## config.mk

```make
export PLATFORM = sky130hd
export DESIGN_NAME = mem_access_unit
export DESIGN_NICKNAME = d
export VERILOG_FILES = /design/src/rtl/mem_access_unit.sv
export SDC_FILE = /design/constraint.sdc
export NUM_CORES = 1
export LEC_CHECK = 0
export ABC_AREA = 1
export CAP_MARGIN = 10
export CORE_MARGIN = 4
export CORE_UTILIZATION = 49
export CTS_BUF_LIST = sky130_fd_sc_hd__clkbuf_16
export CTS_CLUSTER_SIZE = 20
export DETAILED_ROUTE_END_ITERATION = 6
export PLACE_DENSITY_LB_ADDON = 0.15
export SYNTH_ARGS = -nofsm -noshare
export SYNTH_HDL_FRONTEND = slang
export SYNTH_SLANG_ARGS = --single-unit
```

## constraint.sdc

```tcl
create_clock -name clk -period 5 [get_ports clk]
set_input_delay 0.5 -clock clk [delete_from_list [all_inputs] [get_ports clk]]
set_output_delay 0.5 -clock clk [all_outputs]
set_load 0.1 [all_outputs]
```

## src/rtl/mem_access_unit.sv

```systemverilog
// Load/store unit: turns one execute-stage access into a word-aligned bus
// transaction with byte enables, and formats load data back for the core.
module mem_access_unit #(
    parameter int unsigned TIMEOUT_CYCLES = 255
) (
    input  logic        clk,
    input  logic        reset,
    input  logic        req_i,
    input  logic        we_i,
    input  logic [2:0]  mode_i,
    input  logic [31:0] addr_i,
    input  logic [31:0] wdata_i,
    output logic [31:0] load_data_o,
    output logic        done_o,
    output logic        err_o,
    output logic        stall_o,
    output logic        bus_req_o,
    output logic        bus_we_o,
    output logic [31:0] bus_addr_o,
    output logic [3:0]  bus_be_o,
    output logic [31:0] bus_wdata_o,
    input  logic [31:0] bus_rdata_i,
    input  logic        bus_ack_i
);

    localparam int unsigned CNT_W = (TIMEOUT_CYCLES < 2) ? 1 : $clog2(TIMEOUT_CYCLES + 1);

    typedef enum logic [1:0] {
        IDLE   = 2'd0,
        ACCESS = 2'd1,
        RESP   = 2'd2
    } state_t;

    state_t             state_q, state_d;
    logic [CNT_W-1:0]   cnt_q, cnt_d;
    logic               we_q;
    logic [2:0]         mode_q;
    logic [1:0]         lane_q;
    logic [31:0]        bus_addr_q;
    logic [3:0]         bus_be_q;
    logic [31:0]        bus_wdata_q;
    logic [31:0]        load_data_q, load_data_d;
    logic               done_q, done_d;
    logic               err_q, err_d;
    logic               bus_req_q, stall_q;
    logic               latch_en;

    logic               req_bad;
    logic [3:0]         req_be;
    logic [31:0]        req_wdata;
    logic [7:0]         rd_byte;
    logic [15:0]        rd_half;
    logic [31:0]        rd_fmt;

    // Request decode: alignment check, byte enables and lane-replicated store data
    always_comb begin
        req_bad   = 1'b0;
        req_be    = 4'b1111;
        req_wdata = wdata_i;
        case (mode_i[1:0])
            2'b00: req_bad = (addr_i[1:0] != 2'b00);
            2'b01: begin
                req_bad   = addr_i[0];
                req_be    = addr_i[1] ? 4'b1100 : 4'b0011;
                req_wdata = {2{wdata_i[15:0]}};
            end
            2'b10: begin
                req_be    = 4'b0001 << addr_i[1:0];
                req_wdata = {4{wdata_i[7:0]}};
            end
            default: req_bad = 1'b1;
        endcase
    end

    // Lane select and extension of the returned read data
    always_comb begin
        rd_byte = bus_rdata_i[7:0];
        case (lane_q)
            2'd0: rd_byte = bus_rdata_i[7:0];
            2'd1: rd_byte = bus_rdata_i[15:8];
            2'd2: rd_byte = bus_rdata_i[23:16];
            2'd3: rd_byte = bus_rdata_i[31:24];
            default: rd_byte = bus_rdata_i[7:0];
        endcase
        rd_half = lane_q[1] ? bus_rdata_i[31:16] : bus_rdata_i[15:0];
        case (mode_q[1:0])
            2'b01:   rd_fmt = mode_q[2] ? {{16{rd_half[15]}}, rd_half} : {16'b0, rd_half};
            2'b10:   rd_fmt = mode_q[2] ? {{24{rd_byte[7]}}, rd_byte} : {24'b0, rd_byte};
            default: rd_fmt = bus_rdata_i;
        endcase
    end

    // Next-state and next-output logic
    always_comb begin
        state_d     = state_q;
        cnt_d       = cnt_q;
        load_data_d = load_data_q;
        latch_en    = 1'b0;
        done_d      = 1'b0;
        err_d       = 1'b0;
        case (state_q)
            IDLE: begin
                if (req_i) begin
                    if (req_bad) begin
                        state_d = RESP;
                        done_d  = 1'b1;
                        err_d   = 1'b1;
                    end else begin
                        state_d  = ACCESS;
                        latch_en = 1'b1;
                        cnt_d    = CNT_W'(TIMEOUT_CYCLES);
                    end
                end
            end
            ACCESS: begin
                if (bus_ack_i) begin
                    if (!we_q) begin
                        load_data_d = rd_fmt;
                    end
                    state_d = RESP;
                    done_d  = 1'b1;
                end else if (TIMEOUT_CYCLES != 0) begin
                    cnt_d = cnt_q - CNT_W'(1);
                    if (cnt_q == CNT_W'(1)) begin
                        state_d = RESP;
                        done_d  = 1'b1;
                        err_d   = 1'b1;
                    end
                end
            end
            RESP:    state_d = IDLE;
            default: state_d = IDLE;
        endcase
    end

    always_ff @(posedge clk or posedge reset) begin
        if (reset) begin
            state_q     <= IDLE;
            cnt_q       <= '0;
            we_q        <= 1'b0;
            mode_q      <= 3'b000;
            lane_q      <= 2'b00;
            bus_addr_q  <= 32'h0;
            bus_be_q    <= 4'h0;
            bus_wdata_q <= 32'h0;
            load_data_q <= 32'h0;
            done_q      <= 1'b0;
            err_q       <= 1'b0;
            bus_req_q   <= 1'b0;
            stall_q     <= 1'b0;
        end else begin
            state_q     <= state_d;
            cnt_q       <= cnt_d;
            load_data_q <= load_data_d;
            done_q      <= done_d;
            err_q       <= err_d;
            bus_req_q   <= (state_d == ACCESS);
            stall_q     <= (state_d != IDLE);
            if (latch_en) begin
                we_q        <= we_i;
                mode_q      <= mode_i;
                lane_q      <= addr_i[1:0];
                bus_addr_q  <= {addr_i[31:2], 2'b00};
                bus_be_q    <= req_be;
                bus_wdata_q <= req_wdata;
            end
        end
    end

    assign load_data_o = load_data_q;
    assign done_o      = done_q;
    assign err_o       = err_q;
    assign stall_o     = stall_q;
    assign bus_req_o   = bus_req_q;
    assign bus_we_o    = we_q;
    assign bus_addr_o  = bus_addr_q;
    assign bus_be_o    = bus_be_q;
    assign bus_wdata_o = bus_wdata_q;

endmodule

```

## Word-level counts from Yosys, hierarchy flattened

Cells that the tools add are included.

| cells by class | value |
|---|---|
| add/sub/neg operators | 1 |
| equality and inequality tests | 13 |
| shifts and indexed selects | 1 |
| mux-type cells | 28 |
| bitwise logic cells | 1 |
| reduce and logical (&&, ||, !) cells | 8 |

Operators by type and width:

| cell | number |
|---|---|
| 32-bit one-hot mux with 2 select lines | 2 |
| 32-bit 2-to-1 mux | 2 |
| 8-bit one-hot mux with 4 select lines | 1 |
| 8-bit 2-to-1 mux | 3 |
| 16-bit 2-to-1 mux | 1 |
| 8-bit one-hot mux with 2 select lines | 1 |
| 2-bit by 1-bit == test with 1-bit output, second input constant | 5 |
| 2-bit == test, second input constant | 4 |
| 8-bit by 1-bit == test with 1-bit output, second input constant | 1 |
| 1-bit 2-to-1 mux | 8 |
| 2-bit 2-to-1 mux | 4 |
| 4-bit one-hot mux with 2 select lines | 1 |
| 8-bit by 1-bit subtractor with 8-bit output, second input constant | 1 |
| 2-bit zero test | 3 |
| 2-bit inequality test, second input constant | 3 |
| 2-bit nonzero test | 3 |
| 4-bit 2-to-1 mux | 1 |
| 1-bit one-hot mux with 2 select lines | 2 |
| 2-bit one-hot mux with 2 select lines | 1 |
| 4-bit AND reduction | 1 |
| 1-bit by 2-bit left shift with 4-bit output, first input constant | 1 |
| 1-bit one-hot mux with 3 select lines | 1 |
| 3-bit AND reduction | 1 |
| 1-bit inverter | 1 |

| word-level totals | value |
|---|---|
| register bits | 118 |
| input bits | 104 |
| output and inout bits | 105 |

## Depth between registers and ports, before layout

| depth | value |
|---|---|
| depth in word-level cells | 6 |
| gate-level depth with buffers | 10 |
| gate-level depth less buffers | 10 |

## Least setup slack after synthesis

OpenSTA, ideal clock, no wires.

| path | value |
|---|---|
| path type | register to register |
| start | register we_q, in the netlist bus_we_o |
| end | register load_data_q[7], in the netlist load_data_o[7] |
| library setup time | 123 ps |
| data arrival time | 1621 ps |
| required time | 4877 ps |
| setup slack | 3256 ps |
| stages on the path, launching flop included | 7 |
| period minus slack after synthesis | 1744 ps |
| cell sequence | dfrtp_1 > nor2_1 > nand2_1 > clkinv_1 > buf_2 > nor2_1 > a21oi_1 |

| on the way | value |
|---|---|
| cells in the longest elaborated chain, start to end | 2 |

RTL lines:

| item | line | RTL |
|---|---|---|
| start, declared | 36 | `logic we_q;` |
| start signal, assigned | 160 | `we_q <= we_i;` |
| 1-bit inverter (no line) | n/a |  |
| 3-bit AND reduction (no line) | n/a |  |
| end signal, assigned | 154 | `load_data_q <= load_data_d;` |
| end, declared | 42 | `logic [31:0] load_data_q, load_data_d;` |

Every way passes these cells.
A chain may end at the register's enable or synchronous reset.

## Worst setup path in the final report

| path | value |
|---|---|
| start | input port mode_i[1] |
| end | register bus_be_q[0], in the netlist bus_be_o[0] |

| on the way | value |
|---|---|
| cells in the longest elaborated chain, start to end | 5 |
| elaborated cells between the ends (all ways) | 8 |
| classes of those cells | eq/ne (2); mux (5); reduce/logical (1) |

RTL lines:

| item | line | RTL |
|---|---|---|
| start, declared | 10 | `input logic [2:0] mode_i,` |
| 2-bit == test, or another cell as far along | 60 | `case (mode_i[1:0])` |
| 1-bit one-hot mux with 3 select lines | 60 |  |
| 1-bit 2-to-1 mux | 104 | `if (req_bad) begin` |
| 1-bit 2-to-1 mux | 103 | `if (req_i) begin` |
| 1-bit 2-to-1 mux | 101 | `case (state_q)` |
| end signal, assigned | 164 | `bus_be_q <= req_be;` |
| end, declared | 40 | `logic [3:0] bus_be_q;` |

Several ways; a longest one is shown, not always the timed one.

==> results.yml <==
setup_path:
  cp_cell_sequence: "clkdlybuf4s50_1 > inv_1 > ha_1 > nand2_1 > nand2_1 > nor2_4 > buf_4 > nand2_4 > o21ai_0"
  critical-path-max-stage-delay_ns: 0.62
  crit_path_start_kind: "primary input"
  crit_top_cell: "nand2_1"
  crit_type: "primary input to flip-flop"
  path_buf_inv: 3
  arrival_ns: 3.30
  crit_slowest_cell: "nand2_4"
  cp_max_fo: 99
  required_ns: 5.30
  worst_setup_path_end_kind: "flip-flop"
  path_delay_family: "buffers and inverters"
yosys:
  avgSynthCellArea_um2: 7.60
  yosys_warnings: 0
  netlist_area_um2: 5890
  ys_seq_area_share_pct: 50.1
  netlist-cell-type-count: 27
  syn_inst: 775
  ys_ff_latch: 118
global_routing:
  grt_usage_pct: 25.7
  grt.overflow.total: 0
  grt_pass1_vias: 6013
  grt_max_degree: 100
  antenna_found_initial: 0
  grt_pass1_wl_um: 29000
detailed_routing:
  highest_layer: "met4"
  met2WireLength_um: 8530
  m1WireLength_um: 7010
  drt-initial-drc-count: 516
  drtPass1Iterations: 5
  viasPerCell: 5.26
  avgRoutedWirePerCell_um: 15.8
  ant_nets: 0
  met3WireLength_um: 1700
  wirelength_um: 17700
  vias: 5884
  drcViolationCount: 0
cells_and_area:
  drive_gt1_share_pct: 4.72
  mostFrequentLayoutCells: "nand2_1, clkdlybuf4s50_1, dfrtp_1"
  area_growth_pct: 44.6
  antenna_cells: 0
  nets: 1074
  layout_commonest_cell: "nand2_1"
timing:
  skew_ns: 0.00562
  maxSlewViolCount: 0
  finalCriticalPeriod_ns: 3.00
  clock.fmax_mhz: 334
  finalHoldViolCount: 0
  fin_setup_tns_ns: 0
  finalSetupViolations: 0
  slew_headroom_pct: 30.7
  rsz0062_at_grt: "false"
  finalCritPeriodShare_pct: 59.9
  worstMarginPinSlew_ns: 1.04
clocking:
  clock-sinks: 118
  clk_latency_ns: 0.42
  cts_buffer_depth: 2
  cts-resized-gates: 0
  cts_setup_buffers: 0
  htreeDepth: 4
  holdBufCountCts: 0
  clock-root-buffer: "clkbuf_16"
  cts_tree: "yes"
  clk_pin_slew_worst_paths_ns: 0.05
  cts_buffers: 17
status:
  status: "completed"
floorplanning:
  core_um2: 11600
  die_area_um2: 13800
  initial_core_util_pct: 50.7
  io_pins: 209
  rows: 39
  die_x_um: 118
  die_h_um: 118
place:
  portBuffers: 206
  routabilityCongestion: 0.895
  hpwl_um: 12400
min_path:
  hp-class: "flip-flop to flip-flop"
run:
  maxCapViolations: 0
[through the flow]
stage / hold slack, ns / std cells / util, % / instance area [um2] / setup slack (ns)
floorplan: 0.464 / 776 / - / 5890 / 1.37
global placement: 0.452 / 1086 / 68.3 / 7930 / 1.78
detailed placement: 0.459 / 1086 / 68.3 / 7930 / 1.65
CTS: 0.473 / 1118 / 73.3 / 8520 / 2.04
global route: 0.485 / 1118 / 73.3 / 8520 / 1.80
finish: 0.471 / 1118 / 73.3 / 8520 / 2.00
[worst paths after layout]
path / startpoint / to / slack (ns) / cells past startpoint
hold reg to reg: bus_addr_o[2]$_DFFE_PP0P_ / bus_addr_o[2]$_DFFE_PP0P_ / 0.47 / 2
setup / recovery: mode_i[1] / bus_be_o[0]$_DFFE_PP0P_ / 2.00 / 9
max in group asynchronous: reset / bus_addr_o[25]$_DFFE_PP0P_ / 3.22 / 3
hold / removal: bus_addr_o[2]$_DFFE_PP0P_ / bus_addr_o[2]$_DFFE_PP0P_ / 0.47 / 2
setup reg to reg: state_q[1]$_DFF_PP0_ / bus_be_o[0]$_DFFE_PP0P_ / 2.62 / 6
min in group asynchronous: reset / bus_addr_o[9]$_DFFE_PP0P_ / 0.58 / 2
[final cells by class]
type | instances | area, um2
multi-input cells | 563 | 2500
clock buffers | 17 | 425
well taps | 143 | 179
fillers | 908 | 3100
inverters | 51 | 194
flip-flops and latches | 118 | 2950
clock inverters | 15 | 164
repair buffers | 211 | 2100
[routing by layer]
layer | GRT usage (%) | vias up
met5 | 0 | -
met4 | 9.52 | 0
met3 | 11.0 | 36
met2 | 42.1 | 245
met1 | 30.0 | 2774
li1 | - | 2829
[tightest hold or removal path, delay by kind of cell, from the launching register on]
family           cells  cell delay (ns)
and+or+nand+nor      2             0.11
DFF                  1             0.34
[sequential cells by signal (all words and copies together), names as in the netlist, 2 cells and up]
name and flops:
mode_q 3, state_q 2, bus_be_o 4, bus_addr_o 30, bus_wdata_o 32, load_data_o 32
cnt_q 8, lane_q 2
[Yosys cell counts, drive strengths merged]
library cell / count / area share [%]
o21bai: 1 / 0.13
nand3: 65 / 5.5
xor2: 2 / 0.30
a21boi: 2 / 0.25
buf: 29 / 3.4
o21ai: 60 / 5.1
a21oi: 50 / 4.2
nor2: 37 / 2.5
dfrtp: 118 / 50
nand3b: 1 / 0.13
conb: 1 / 0.064
or2: 8 / 0.85
a31oi: 4 / 0.42
inv: 49 / 3.1
clkinv: 2 / 0.13
a22oi: 3 / 0.38
clkbuf: 15 / 0.98
ha: 8 / 1.7
nand2: 317 / 20
nand4: 3 / 0.32
[cell families after synthesis]
family	Yosys count	synth area share [%]
simple gates	431	29.6
compound gates	120	10.5
xor+xnor	2	0.297
other cells	1	0.0637
buf+inv	95	7.65
flops	118	50.1
fa+ha+maj	8	1.70
Power is left out: the tool's default activity adds up to more than one toggle a clock period on the data nets, which glitch-free logic cannot reach.
